--- src/rtl/i2c_master_engine.sv ---
// Byte-level I2C master engine: START/STOP/READ/WRITE bit sequencing with a
// configurable SCL rate, slave clock stretching with timeout and ACK handling.
module i2c_master_engine #(
  parameter int DIV_BITS    = 7,
  parameter int STRETCH_EN  = 1,
  parameter int TIMEOUT_CYC = 4096
) (
  input  logic       clk,
  input  logic       resetn,
  input  logic       sdaIn,
  input  logic       sclIn,
  output logic       sdaOutReg,
  output logic       isSending,
  output logic       scl,
  input  logic [1:0] instruction,
  input  logic       enable,
  input  logic       readAck,
  input  logic [7:0] byteToSend,
  output logic [7:0] byteReceived,
  output logic       ackReceived,
  output logic       timeoutErr,
  output logic       complete
);

  localparam int TW = $clog2(TIMEOUT_CYC + 1);
  localparam logic [TW-1:0] TO_LAST = TW'(TIMEOUT_CYC - 1);
  localparam logic [DIV_BITS-1:0] SAMPLE_DIV = {2'b10, {(DIV_BITS-2){1'b0}}};

  typedef enum logic [2:0] {
    IDLE, START, STOP, READ, WRITE, SEND_ACK, RCV_ACK, DONE
  } state_t;

  state_t              state, state_next;
  logic [DIV_BITS-1:0] div, div_next;
  logic [2:0]          bit_cnt, bit_cnt_next;
  logic [TW-1:0]       stretch_cnt, stretch_cnt_next;
  logic [1:0]          rise_cnt, rise_cnt_next;
  logic [7:0]          tx, tx_next;
  logic                rack, rack_next;
  logic [1:0]          sda_sync, scl_sync;
  logic                scl_next, sda_next, sending_next;
  logic                complete_next, ack_next, tout_next;
  logic [7:0]          rx_next;
  logic [1:0]          quarter;
  logic                busy, stretching, advance, sample_pt, slot_end, scl_high_q;

  assign quarter    = div[DIV_BITS-1 -: 2];
  assign scl_high_q = (quarter == 2'd1) || (quarter == 2'd2);
  assign busy       = (state != IDLE) && (state != DONE);
  // Stretch detection waits until SCL has been released long enough for the
  // pad to be seen through the synchroniser, so our own release is not a stretch.
  assign stretching = (STRETCH_EN != 0) && busy && scl && (rise_cnt == 2'd3) &&
                      !scl_sync[1] && scl_high_q;
  assign advance    = busy && !stretching;
  assign sample_pt  = advance && (div == SAMPLE_DIV);
  assign slot_end   = advance && (&div);

  always_comb begin
    state_next       = state;
    div_next         = div;
    bit_cnt_next     = bit_cnt;
    stretch_cnt_next = '0;
    tx_next          = tx;
    rack_next        = rack;
    scl_next         = scl;
    sda_next         = sdaOutReg;
    sending_next     = isSending;
    rx_next          = byteReceived;
    ack_next         = ackReceived;
    tout_next        = timeoutErr;
    complete_next    = complete;
    rise_cnt_next    = !scl ? 2'd0 : ((rise_cnt == 2'd3) ? 2'd3 : rise_cnt + 2'd1);

    if (advance) div_next = div + 1'b1;
    if (stretching) stretch_cnt_next = stretch_cnt + 1'b1;

    case (state)
      IDLE: begin
        if (enable) begin
          tx_next       = byteToSend;
          rack_next     = readAck;
          complete_next = 1'b0;
          ack_next      = 1'b0;
          tout_next     = 1'b0;
          bit_cnt_next  = 3'd0;
          div_next      = '0;
          case (instruction)
            2'd0:    state_next = START;
            2'd1:    state_next = STOP;
            2'd2:    state_next = READ;
            default: state_next = WRITE;
          endcase
        end
      end
      START: begin
        sending_next = 1'b1;
        case (quarter)
          2'd0:    begin scl_next = 1'b1; sda_next = 1'b1; end
          2'd1:    begin scl_next = 1'b1; sda_next = 1'b0; end
          default: begin scl_next = 1'b0; sda_next = 1'b0; end
        endcase
        if (slot_end) state_next = DONE;
      end
      STOP: begin
        sending_next = 1'b1;
        case (quarter)
          2'd0:    begin scl_next = 1'b0; sda_next = 1'b0; end
          2'd1:    begin scl_next = 1'b1; sda_next = 1'b0; end
          default: begin scl_next = 1'b1; sda_next = 1'b1; end
        endcase
        if (slot_end) state_next = DONE;
      end
      WRITE: begin
        sending_next = 1'b1;
        sda_next     = tx[3'd7 - bit_cnt];
        scl_next     = scl_high_q;
        if (slot_end) begin
          bit_cnt_next = bit_cnt + 3'd1;
          if (bit_cnt == 3'd7) state_next = RCV_ACK;
        end
      end
      READ: begin
        sending_next = 1'b0;
        scl_next     = scl_high_q;
        if (sample_pt) rx_next = {byteReceived[6:0], sda_sync[1]};
        if (slot_end) begin
          bit_cnt_next = bit_cnt + 3'd1;
          if (bit_cnt == 3'd7) state_next = SEND_ACK;
        end
      end
      SEND_ACK: begin
        sending_next = 1'b1;
        sda_next     = ~rack;
        scl_next     = scl_high_q;
        if (slot_end) state_next = DONE;
      end
      RCV_ACK: begin
        sending_next = 1'b0;
        scl_next     = scl_high_q;
        if (sample_pt) ack_next = ~sda_sync[1];
        if (slot_end) state_next = DONE;
      end
      DONE: begin
        complete_next = 1'b1;
        if (!enable) state_next = IDLE;
      end
      default: state_next = IDLE;
    endcase

    // A slave that holds SCL too long aborts the command and frees the bus.
    if (stretching && (stretch_cnt == TO_LAST)) begin
      tout_next    = 1'b1;
      scl_next     = 1'b1;
      sending_next = 1'b0;
      state_next   = DONE;
    end
  end

  always_ff @(posedge clk or negedge resetn) begin
    if (!resetn) begin
      state        <= IDLE;
      div          <= '0;
      bit_cnt      <= 3'd0;
      stretch_cnt  <= '0;
      rise_cnt     <= 2'd0;
      tx           <= 8'd0;
      rack         <= 1'b0;
      sda_sync     <= 2'b11;
      scl_sync     <= 2'b11;
      scl          <= 1'b1;
      sdaOutReg    <= 1'b1;
      isSending    <= 1'b0;
      byteReceived <= 8'd0;
      ackReceived  <= 1'b0;
      timeoutErr   <= 1'b0;
      complete     <= 1'b0;
    end else begin
      state        <= state_next;
      div          <= div_next;
      bit_cnt      <= bit_cnt_next;
      stretch_cnt  <= stretch_cnt_next;
      rise_cnt     <= rise_cnt_next;
      tx           <= tx_next;
      rack         <= rack_next;
      sda_sync     <= {sda_sync[0], sdaIn};
      scl_sync     <= {scl_sync[0], sclIn};
      scl          <= scl_next;
      sdaOutReg    <= sda_next;
      isSending    <= sending_next;
      byteReceived <= rx_next;
      ackReceived  <= ack_next;
      timeoutErr   <= tout_next;
      complete     <= complete_next;
    end
  end

endmodule

--- config.mk ---
export PLATFORM = sky130hd
export DESIGN_NAME = i2c_master_engine
export DESIGN_NICKNAME = d
export VERILOG_FILES = /design/src/rtl/i2c_master_engine.sv
export SDC_FILE = /design/constraint.sdc
export NUM_CORES = 1
export LEC_CHECK = 0
export ABC_CLOCK_PERIOD_IN_PS = 3100
export CAP_MARGIN = 10
export CORE_AREA = 2 2 70 72
export CTS_BUF_LIST = sky130_fd_sc_hd__clkbuf_4 sky130_fd_sc_hd__clkbuf_8
export DETAILED_ROUTE_END_ITERATION = 8
export DIE_AREA = 0 0 72 74
export HOLD_SLACK_MARGIN = 0.03
export PLACE_DENSITY_LB_ADDON = 0.3
export SLEW_MARGIN = 0
export SYNTH_ARGS = -nofsm -noshare
export SYNTH_HDL_FRONTEND = slang
export SYNTH_SLANG_ARGS = --single-unit
--- constraint.sdc ---
create_clock -name clk -period 3.1 [get_ports clk]
set_input_delay 0.93 -clock clk [delete_from_list [all_inputs] [get_ports clk]]
set_output_delay 0.93 -clock clk [all_outputs]
set_load 0.005 [all_outputs]
==> results.toml <==
[status]
status = "finished clean"

[cells_and_area]
final_cell_mix = "dfrtp_1 (49), nand2_1 (44), clkdlybuf4s50_1 (28)"
final_common_cell = "dfrtp_1"
post-route-util_pct = 70.0
nets = 331
drive_gt1_share_pct = 11.8
syn2layout_area_growth_pct = 17.1
instances_no_fill = 360
antennaDiodeCount = 0

[detailed_routing]
drtIter0Drc = 160
wl_per_cell_um = 14.4
drc_errors = 0
wl_mm = 5.18
ant_nets = 0
vias_per_cell = 5.66
dr.pass1.iters = 4
route.vias.total = 2037

[floorplan]
io_pins = 30
core_area_um2 = 4600
die_width_um = 72
die_area_um2 = 5330
start_util_pct = 59.8
num_rows = 25
die_height_um = 74

[clock_tree]
clk_path_buf_depth = 2
cts_sinks = 55
cts_root_buf = "clkbuf_8"
clock_latency_ns = 0.31
cts_tree = "built"
cts-resized-gates = 0
holdBufCountCts = 0
numCtsBuffers = 5
post_cts_buffers = 0
htree_levels = 2
clk_pin_slew_ns = 0.09

[sta]
worstMarginPinSlew_ns = 0.634
max_freq_mhz = 429
finalHoldViolations = 0
finalSetupTns_ns = 0
slew-limit-headroom_pct = 57.7
setup_violations = 0
skew_ns = 0.0127
fin_crit_sh_pct = 75.1
drv_slew = 0
grt_setup_unrepaired = "no"
final.min_clock_period_ns = 2.33

[grt]
grt_usage_pct = 21.8
grt_pass1_vias = 1972
grt-ovfl-total = 0
grt_max_degree = 30
grt_pass1_wl_mm = 9.07
antenna_found_initial = 0

[synth]
synth-edff-count = 0
ys_seq_elements = 55
synth-main-ff-cell = "dfrtp_1"
avgSynthCellArea_um2 = 9.96
seq_area_frac_synth_pct = 50.3
synth_nets = 302
synthArstFlopShare_pct = 100
synth-warning-count = 0
syn_inst = 276
syn_area_um2 = 2750
post_synth_num_cell_types = 45

[critical_path]
critPathArrivalTime_ns = 1.40
path_max_fanout = 6
worstSetupPathType = "reg2out"
slowest_delay_ns = 0.59
path_buf_inv = 1
cp-start-kind = "register"
cp_cell_sequence = "clkdlybuf4s50_1"
cp-end-kind = "output port"
path_delay_family = "flip-flops"
cpMaxStageDelayCell = "dfstp_2"
required_ns = 2.17

[place]
port_buffers = 29
dp_cells = 352
place_congestion = 0.884
dp_hpwl_mm = 3.64

[hold_path]
hold_class = "reg2reg"

[power]
ir_drop_mv = 0.393
leakagePower_nw = 1.46
power_density_nw_per_um2 = 792

[run]
cap_violations = 0
cells in the mapped netlist, types with 7 or more instances:
library cell  instances  share of area, %
nand3_1              11               2.0
nor2_1               21               2.9
o21ai_0              12               2.2
dfrtp_1              49                45
a21oi_1              14               2.5
mux2_2                9               3.7
inv_1                14               1.9
nand4_1               8               1.8
nand2_1              44               6.0
xnor2_1               7               2.2
ha_1                 10               4.5
logic make-up after synthesis:
family / synth area share, %
XOR/XNOR: 4.14
multiplexers: 7.14
adder cells (fa/ha/maj): 4.55
AND/OR/NAND/NOR: 20.9
AO/OA/AOI/OAI: 8.74
flip-flops: 50.3
buffers and inverters: 4.19
area by class of cell:
type / instances / area (um2)
Tap cell: 54 / 67.6
Clock inverter: 2 / 60.1
Inverter: 14 / 52.6
Multi-Input combinational cell: 196 / 1250
Clock buffer: 6 / 76.3
Sequential cell: 55 / 1380
Fill cell: 350 / 1380
Timing Repair Buffer: 33 / 328
stage by stage:
step | area (um2) | total power, mW | worst slack, ns | hold slack, ns
2_1_floorplan | 2750 | 1.75 | 1.12 | 0.345
3_3_place_gp | 3080 | 1.97 | 0.697 | 0.346
3_5_place_dp | 3080 | 2.01 | 0.663 | 0.349
4_1_cts | 3220 | 2.56 | 0.754 | 0.363
5_1_grt | 3220 | 2.74 | 0.723 | 0.372
6_report | 3220 | 2.55 | 0.770 | 0.363
final timing paths:
kind	end	start	slack, ns	cells past startpoint
worst min-delay path	sda_sync[1]$_DFF_PN1_	sda_sync[0]$_DFF_PN1_	0.36	0
worst max-delay path	scl	scl$_DFFE_PN1P_	0.77	1
worst max register to register	isSending$_DFFE_PN0P_	div[6]$_DFF_PN0_	0.85	6
worst min register to register	sda_sync[1]$_DFF_PN1_	sda_sync[0]$_DFF_PN1_	0.36	0
min in group asynchronous	rack$_DFFE_PN0P_	resetn	0.63	1
max in group asynchronous	scl_sync[0]$_DFF_PN1_	resetn	1.82	2
per-layer routing:
metal  part of all wire (%)  track usage, %
met1                     47            28.8
met2                     49            36.9
met3                    2.6            4.20
met4                    1.7            6.71
met5                      0               0
power by group:
group	total (mW)	internal (mW)	leakage (nW)	switching, mW
Clock	0.558	0.332	0.0688	0.226
Combinational	0.872	0.435	0.701	0.436
Sequential	1.12	0.922	0.690	0.197
Total	2.55	1.69	1.46	0.860
flip-flops by register name, summed over array words and instances (netlist names):
signal	cells
ackReceived	1
bit_cnt	3
byteReceived	8
complete	1
div	7
isSending	1
rack	1
rise_cnt	2
scl	1
scl_sync	2
sdaOutReg	1
sda_sync	2
state	3
stretch_cnt	13
timeoutErr	1
tx	8
Power figures use the tool's default switching activity.
